**config.mk**
```make
export PLATFORM = sky130hd
export DESIGN_NAME = sync_fifo_ctrl
export DESIGN_NICKNAME = d
export VERILOG_FILES = /design/src/rtl/sync_fifo_ctrl.sv
export SDC_FILE = /design/constraint.sdc
export NUM_CORES = 1
export LEC_CHECK = 0
export CORE_MARGIN = 2
export CORE_UTILIZATION = 45
export DETAILED_ROUTE_END_ITERATION = 8
export GPL_ROUTABILITY_DRIVEN = 1
export GPL_TIMING_DRIVEN = 1
export SETUP_SLACK_MARGIN = 0.5
export SYNTH_ARGS = -nofsm -noshare
export SYNTH_HDL_FRONTEND = slang
export SYNTH_SLANG_ARGS = --single-unit
```
**constraint.sdc**
```tcl
create_clock -name clk -period 3.1 [get_ports clk]
set_clock_uncertainty 0.05 [all_clocks]
set_input_delay 0.465 -clock clk [delete_from_list [all_inputs] [get_ports clk]]
set_output_delay 0.465 -clock clk [all_outputs]
set_load 0.02 [all_outputs]
```
**src/rtl/sync_fifo_ctrl.sv**
```systemverilog
// Single-clock FIFO: storage, pointer control, fill count, threshold status and
// sticky error flags, with a choice of registered-read or first-word-fall-through output.
module sync_fifo_ctrl #(
    parameter int DATA_WIDTH = 8,
    parameter int ADD_WIDTH  = 3,
    parameter int AF_TH      = 6,
    parameter int AE_TH      = 2,
    parameter int FWFT       = 0
) (
    input  logic                  clk,
    input  logic                  rst,
    input  logic                  wr_en,
    input  logic [DATA_WIDTH-1:0] data_in,
    input  logic                  rd_en,
    input  logic                  err_clr,
    output logic [DATA_WIDTH-1:0] data_out,
    output logic                  data_valid,
    output logic                  fifo_full,
    output logic                  fifo_empty,
    output logic                  almost_full,
    output logic                  almost_empty,
    output logic [ADD_WIDTH:0]    fill_count,
    output logic                  overflow,
    output logic                  underflow
);

    localparam int DEPTH = 1 << ADD_WIDTH;

    localparam logic [ADD_WIDTH:0] CNT_ZERO = '0;
    localparam logic [ADD_WIDTH:0] CNT_ONE  = {{ADD_WIDTH{1'b0}}, 1'b1};
    localparam logic [ADD_WIDTH:0] CNT_FULL = {1'b1, {ADD_WIDTH{1'b0}}};
    localparam logic [ADD_WIDTH:0] AF_CNT   = (ADD_WIDTH + 1)'(AF_TH);
    localparam logic [ADD_WIDTH:0] AE_CNT   = (ADD_WIDTH + 1)'(AE_TH);

    logic [DATA_WIDTH-1:0] mem [0:DEPTH-1];

    logic [ADD_WIDTH:0]   wr_ptr;
    logic [ADD_WIDTH:0]   rd_ptr;
    logic [ADD_WIDTH-1:0] wr_addr;
    logic [ADD_WIDTH-1:0] rd_addr;
    logic                 wr_acc;
    logic                 rd_acc;

    // Request/accept semantics: wr_en and rd_en are requests sampled at the
    // rising edge. A write is accepted only if the registered fifo_full is low,
    // a read only if the registered fifo_empty is low; a rejected request has
    // no effect other than raising the matching sticky error flag.
    assign wr_acc  = wr_en & ~fifo_full;
    assign rd_acc  = rd_en & ~fifo_empty;
    assign wr_addr = wr_ptr[ADD_WIDTH-1:0];
    assign rd_addr = rd_ptr[ADD_WIDTH-1:0];

    // Pointer MSB is a wrap bit, so both pointers simply roll over modulo 2*DEPTH.
    always_ff @(posedge clk) begin
        if (rst) begin
            wr_ptr <= '0;
            rd_ptr <= '0;
        end else begin
            if (wr_acc) begin
                wr_ptr <= wr_ptr + CNT_ONE;
            end
            if (rd_acc) begin
                rd_ptr <= rd_ptr + CNT_ONE;
            end
        end
    end

    always_ff @(posedge clk) begin
        if (rst) begin
            fill_count <= CNT_ZERO;
        end else begin
            case ({wr_acc, rd_acc})
                2'b10:   fill_count <= fill_count + CNT_ONE;
                2'b01:   fill_count <= fill_count - CNT_ONE;
                default: fill_count <= fill_count;
            endcase
        end
    end

    // Storage is deliberately not reset; only accepted writes touch it.
    always_ff @(posedge clk) begin
        if (wr_acc) begin
            mem[wr_addr] <= data_in;
        end
    end

    assign fifo_full    = (fill_count == CNT_FULL);
    assign fifo_empty   = (fill_count == CNT_ZERO);
    assign almost_full  = (fill_count >= AF_CNT);
    assign almost_empty = (fill_count <= AE_CNT);

    // A new error event in the same cycle as err_clr keeps the flag set.
    always_ff @(posedge clk) begin
        if (rst) begin
            overflow  <= 1'b0;
            underflow <= 1'b0;
        end else begin
            if (wr_en & fifo_full) begin
                overflow <= 1'b1;
            end else if (err_clr) begin
                overflow <= 1'b0;
            end
            if (rd_en & fifo_empty) begin
                underflow <= 1'b1;
            end else if (err_clr) begin
                underflow <= 1'b0;
            end
        end
    end

    generate
        if (FWFT != 0) begin : g_fwft
            // Head word is always presented; rd_en acknowledges and pops it.
            assign data_out   = mem[rd_addr];
            assign data_valid = ~fifo_empty;
        end else begin : g_std
            always_ff @(posedge clk) begin
                if (rst) begin
                    data_out   <= '0;
                    data_valid <= 1'b0;
                end else begin
                    data_valid <= rd_acc;
                    if (rd_acc) begin
                        data_out <= mem[rd_addr];
                    end
                end
            end
        end
    endgenerate

endmodule

```
; ---- Word-level counts from Yosys, hierarchy flattened
; Memories as Yosys holds them, arrays and structs flattened. A register that Yosys moved wholly into a read port is not among the register bits.
; Cells that the tools add are included.
[classes]
n_addsub = 4
n_reduce_logical = 4
n_eq_ne = 3
n_lt_le_gt_ge = 2
bitwise_logic = 6
muxes = 6
[ops]
columns = op, n
row1 = $add A4 B1 Y4 const B, 3
row2 = $pmux W4 S2, 1
row3 = $reduce_bool A2 Y1, 3
row4 = $mux W1, 5
row5 = $and A1 B1 Y1, 4
row6 = $eq A4 B4 Y1 const B, 1
row7 = $ge A4 B3 Y1 const B, 1
row8 = $le A4 B2 Y1 const B, 1
row9 = $logic_not A4 Y1, 1
row10 = $sub A4 B1 Y4 const B, 1
row11 = $eq A2 B1 Y1 const B, 1
row12 = $eq A2 B2 Y1 const B, 1
row13 = $not A1 Y1, 2
[word_totals]
mem_count = 1
register_bits = 15
ramBits = 64
[mem_list]
columns = name, words, word_bits, read_ports, rd_ports_with_merged_regs, write_ports, line
row1 = mem, 8, 8, 1, 1, 1, 35  ; logic [DATA_WIDTH-1:0] mem [0:DEPTH-1];

; ---- Depth between registers and ports, before layout
[logic_depth]
ltp_word = 5
depth_mapped = 10
mapped_depth_nobuf = 9

; ---- Least setup slack after synthesis
; Ideal clock, no wire load.
[synth_timing]
path_kind = flip-flop to flip-flop
start = register fill_count[1]
end = register fill_count[2]
setup_ns = 0.074
path_slack_ns = 0.557
path_stages_with_launch = 11
t_required_ns = 2.976
arrival_ns = 2.418
path_cell_list = dfxtp_1 > buf_6 > o41a_4 > buf_2 > ha_1 > xor2_1 > ha_1 > a21oi_1 > xor2_1 > or3_1 > a21oi_1
[synth_between]
elab_chain_len = 5
elab_cells_between_ends = 12
cone_classes = add/sub (2) / eq/ne (3) / mux (1) / bitwise (4) / reduce/logical (2)
[synth_lines]
columns = item, line
row1 = start: declaration, 22  ; output logic [ADD_WIDTH:0] fill_count,
row2 = start signal: assignment, 73  ; 2'b10: fill_count <= fill_count + CNT_ONE;
row3 = start signal: assignment, 74  ; 2'b01: fill_count <= fill_count - CNT_ONE;
row4 = start signal: assignment, 75  ; default: fill_count <= fill_count;
row5 = $logic_not A4 Y1 (*), 88  ; assign fifo_empty = (fill_count == CNT_ZERO);
row6 = $not A1 Y1 (*), 49  ; assign rd_acc = rd_en & ~fifo_empty;
row7 = $and A1 B1 Y1 (*), 49
row8 = via rd_acc, 42  ; logic rd_acc;
row9 = $eq A2 B1 Y1 / $eq A2 B2 Y1 (equally long branches), 72  ; case ({wr_acc, rd_acc})
row10 = $pmux W4 S2 / $reduce_bool A2 Y1 (equally long branches), -
; Mark *: on every way through the listed nets, which the timed path passes. The rest lies on a longest branch.
; A chain may end at the register's enable or synchronous reset.

; ---- Final worst setup path
[layout_timing]
start = register fill_count[1]
end = register fill_count[2]
[layout_between]
elab_chain_len = 5
elab_cells_between_ends = 12
cone_classes = add/sub (2) / eq/ne (3) / mux (1) / bitwise (4) / reduce/logical (2)
[layout_lines]
columns = item, line
row1 = $eq A4 B4 Y1 / $logic_not A4 Y1 (equally long branches), "87, 88"
row2 = "$not A1 Y1, on equally long branches", "48, 49"
row3 = "$and A1 B1 Y1, on equally long branches", "48, 49"
row4 = $eq A2 B1 Y1 / $eq A2 B2 Y1 (equally long branches), 72
row5 = $pmux W4 S2 / $reduce_bool A2 Y1 (equally long branches), -
; Several ways; a longest one is shown, not always the timed one.

==> flow_summary.yaml <==
grt:
  met3_usage_pct: 4.77
  grt_usage_pct: 15.7
  grt_max_degree: 19
  grtUsageMet2_pct: 23.5
  grt_pass1_vias: 1750
  grt_pass1_wl_microns: 9670
  grt.busiest_layer: "met2"
  grt_overflow: 0
  grt_use_met1_pct: 21.8
  antenna_found_initial: 0
route:
  route.detailed.drc: 0
  drt-initial-drc-count: 91
  drt-total-wl_microns: 6000
  avgViaCountPerCell: 5.18
  routedWlPerCell_microns: 17.0
  num_vias: 1828
  drt-pass1-iter-count: 4
  ant_nets: 0
finish:
  areaGrowthSynthToFinish_pct: 19.1
  finalNetCount: 267
  fin_area_sq_um: 4120
  final_util_pct: 56.2
  antenna-diode-count: 0
  layout-drive-gt1-share_pct: 27.2
min_path:
  hold_class: "reg2reg"
  hold_depth: 2
  worstHoldStart: "wr_ptr[0]"
  hold_end: "wr_ptr[0]"
pwr:
  total_power_mw: 3.33
  p_sw_mw: 1.02
  peakVddDrop_v: 0.000366
  p_clk_share_pct: 24.3
  internal_power_mw: 2.31
  total_leakage_power_nw: 1.39
  seqPwrFrac_pct: 44.2
  combPwrFrac_pct: 31.5
  p_sw_share_pct: 30.6
  power_density_nw_per_um2: 807
synth:
  avgSynthCellArea_sq_um: 16.8
  synth_edf_count: 64
  synthesis.nets: 224
  syn_inst: 206
  synth-async-reset-ratio_pct: 0
  synth_seq_cells: 85
  synth_flop_cell: "edfxtp_1"
  netlist_area_sq_um: 3460
  yosysWarnings: 0
  ys_seq_area_share_pct: 67.7
  synth_cell_type_count: 37
worst_setup_path:
  required_ps: 3320
  worstPathCellList: "or4b_4 > nand2_2 > ha_2 > xor2_1 > ha_1 > a21oi_1 > xor2_1 > or3_1 > a21oi_1"
  cp_slowest_cell: "or4b_4"
  endpoint_kind: "register"
  max_stage_delay_ps: 600
  regToRegEndpoint: "fill_count[2]"
  r2r_slack_ps: 670
  path_class: "reg2reg"
  path_buf_inv: 0
  crit_family: "simple AND/OR/NAND/NOR gates"
  r2r_start: "fill_count[1]"
  worstPathMaxFanout: 11
  worst-endpoint-arrival_ps: 2650
  r2r_cells: 9
  start_kind: "register"
clocking:
  cts.reportedPaths.clkPinSlew_ps: 70
  cts_max_level: 3
  cts_tree: "yes"
  post_cts_resized: 1
  cts_made_buffers: 9
  postCtsHoldBufs: 0
  cts_num_sinks: 85
  clk_latency_ps: 350
  cts_setup_buffers: 0
  clk_path_buf_depth: 2
  cts_root_buf: "clkbuf_8"
sta:
  finalMaxSlewViolations: 0
  setup_viol: 0
  fin_crit_ps: 2430
  rsz0062_at_grt: "false"
  finalHoldViolCount: 0
  setup_tns_ps: 0
  setup_slack_ps: 672
  period_share_pct: 78.3
  worst_slew_pin_slew_ps: 884
  relSlewSlack_pct: 41.0
  fmaxAchievable_mhz: 412
floorplan:
  dieArea_sq_um: 8410
  boundaryPins: 32
  std_cell_rows: 31
  core_sq_um: 7330
  dieWidth_microns: 91.7
  initial_utilization_pct: 47.2
  die_y_microns: 91.7
run:
  drv_cap: 0
place:
  dp_hpwl_microns: 3910
  place_area_sq_um: 3900
  place_ws_ps: 427
  port_buffers: 31
  place_congestion: 0.727
run_status:
  run_status: "completed"
[power by group through the flow]
stage	logic (mW)	clock network [mW]	registers, mW
floorplan	0.690	0	1.53
global placement	1.06	0	1.49
detailed placement	1.06	0	1.50
CTS	1.06	0.837	1.47
global route	1.14	0.879	1.50
finish	1.05	0.809	1.47
[cell usage after synthesis, drive strengths merged (4+ instances only)]
cell / instances / share of area, %
buf: 8 / 2.0
ha: 5 / 1.8
nor3: 11 / 2.7
dfxtp: 21 / 12
nor2: 24 / 2.6
a21oi: 6 / 0.87
xor2: 5 / 1.3
nand2: 6 / 0.87
mux4: 16 / 10
edfxtp: 64 / 56
o22ai: 8 / 2.9
nor2b: 4 / 0.72
[worst max path at each step]
stage                             start            end  slack, ps  cells after the start
after floorplan           fill_count[1]  fill_count[2]        560                     10
after global placement            rd_en  fill_count[2]        480                      9
after detailed placement          rd_en  fill_count[2]        430                      9
after CTS                 fill_count[1]  fill_count[2]        510                      9
after global routing      fill_count[0]  fill_count[2]        510                      9
final                     fill_count[1]  fill_count[2]        670                      9
[worst register-to-register path, stage by stage, from the launching register on]
cell	delay (ps)
dfxtp_2	380
or4b_4	600
nand2_2	150
ha_2	230
xor2_1	160
ha_1	150
a21oi_1	50
xor2_1	150
or3_1	300
a21oi_1	130
[per-layer routing]
| layer | up-vias | share of wire (%) |
|---|---|---|
| li1 | 874 | - |
| met1 | 908 | 47 |
| met2 | 40 | 47 |
| met3 | 6 | 4.8 |
| met4 | 0 | 0.80 |
| met5 | - | 0 |
[stage by stage]
stage | instances | hold WS [ps]
floorplan | 206 | 412
global placement | 337 | 432
detailed placement | 337 | 432
CTS | 353 | 444
global route | 353 | 478
finish | 353 | 449
[area by class of cell]
class / count / area, sq um
Clock buffer: 13 / 170
Clock inverter: 3 / 42.5
Fill cell: 539 / 3210
Inverter: 2 / 7.51
Multi-Input combinational cell: 108 / 1030
Sequential cell: 85 / 2350
Tap cell: 99 / 124
Timing Repair Buffer: 43 / 399
[cells in the final DEF, fill, tap and decap left out, types with 3 or more instances in the layout]
| master | count |
|---|---|
| edfxtp_1 | 64 |
| clkdlybuf4s50_1 | 30 |
| nor2_1 | 24 |
| dfxtp_1 | 18 |
| mux4_2 | 16 |
| buf_4 | 12 |
| clkbuf_8 | 10 |
| o22ai_2 | 8 |
| nor3_2 | 8 |
| a21oi_1 | 6 |
| xor2_1 | 5 |
| nand2_1 | 4 |
| nor2b_1 | 4 |
| ha_1 | 4 |
| nand3_1 | 3 |
| nor3_1 | 3 |
| o21ai_0 | 3 |
| dfxtp_2 | 3 |
[kinds of logic after synthesis]
group | share of synthesized area [%]
DFF | 67.7
AOI/OAI and AO/OA | 5.50
xor gates and xnor gates | 1.52
muxes | 11.3
and+or+nand+nor | 9.55
buffers and inverters | 2.60
adders and majority gates | 1.81
[flip-flops by register name, summed over array words and instances, names as in the netlist]
signal	count
data_valid	1
rd_ptr	3
fill_count	4
underflow	1
mem	64
wr_ptr	3
data_out	8
overflow	1
Power figures use the tool's default switching activity.
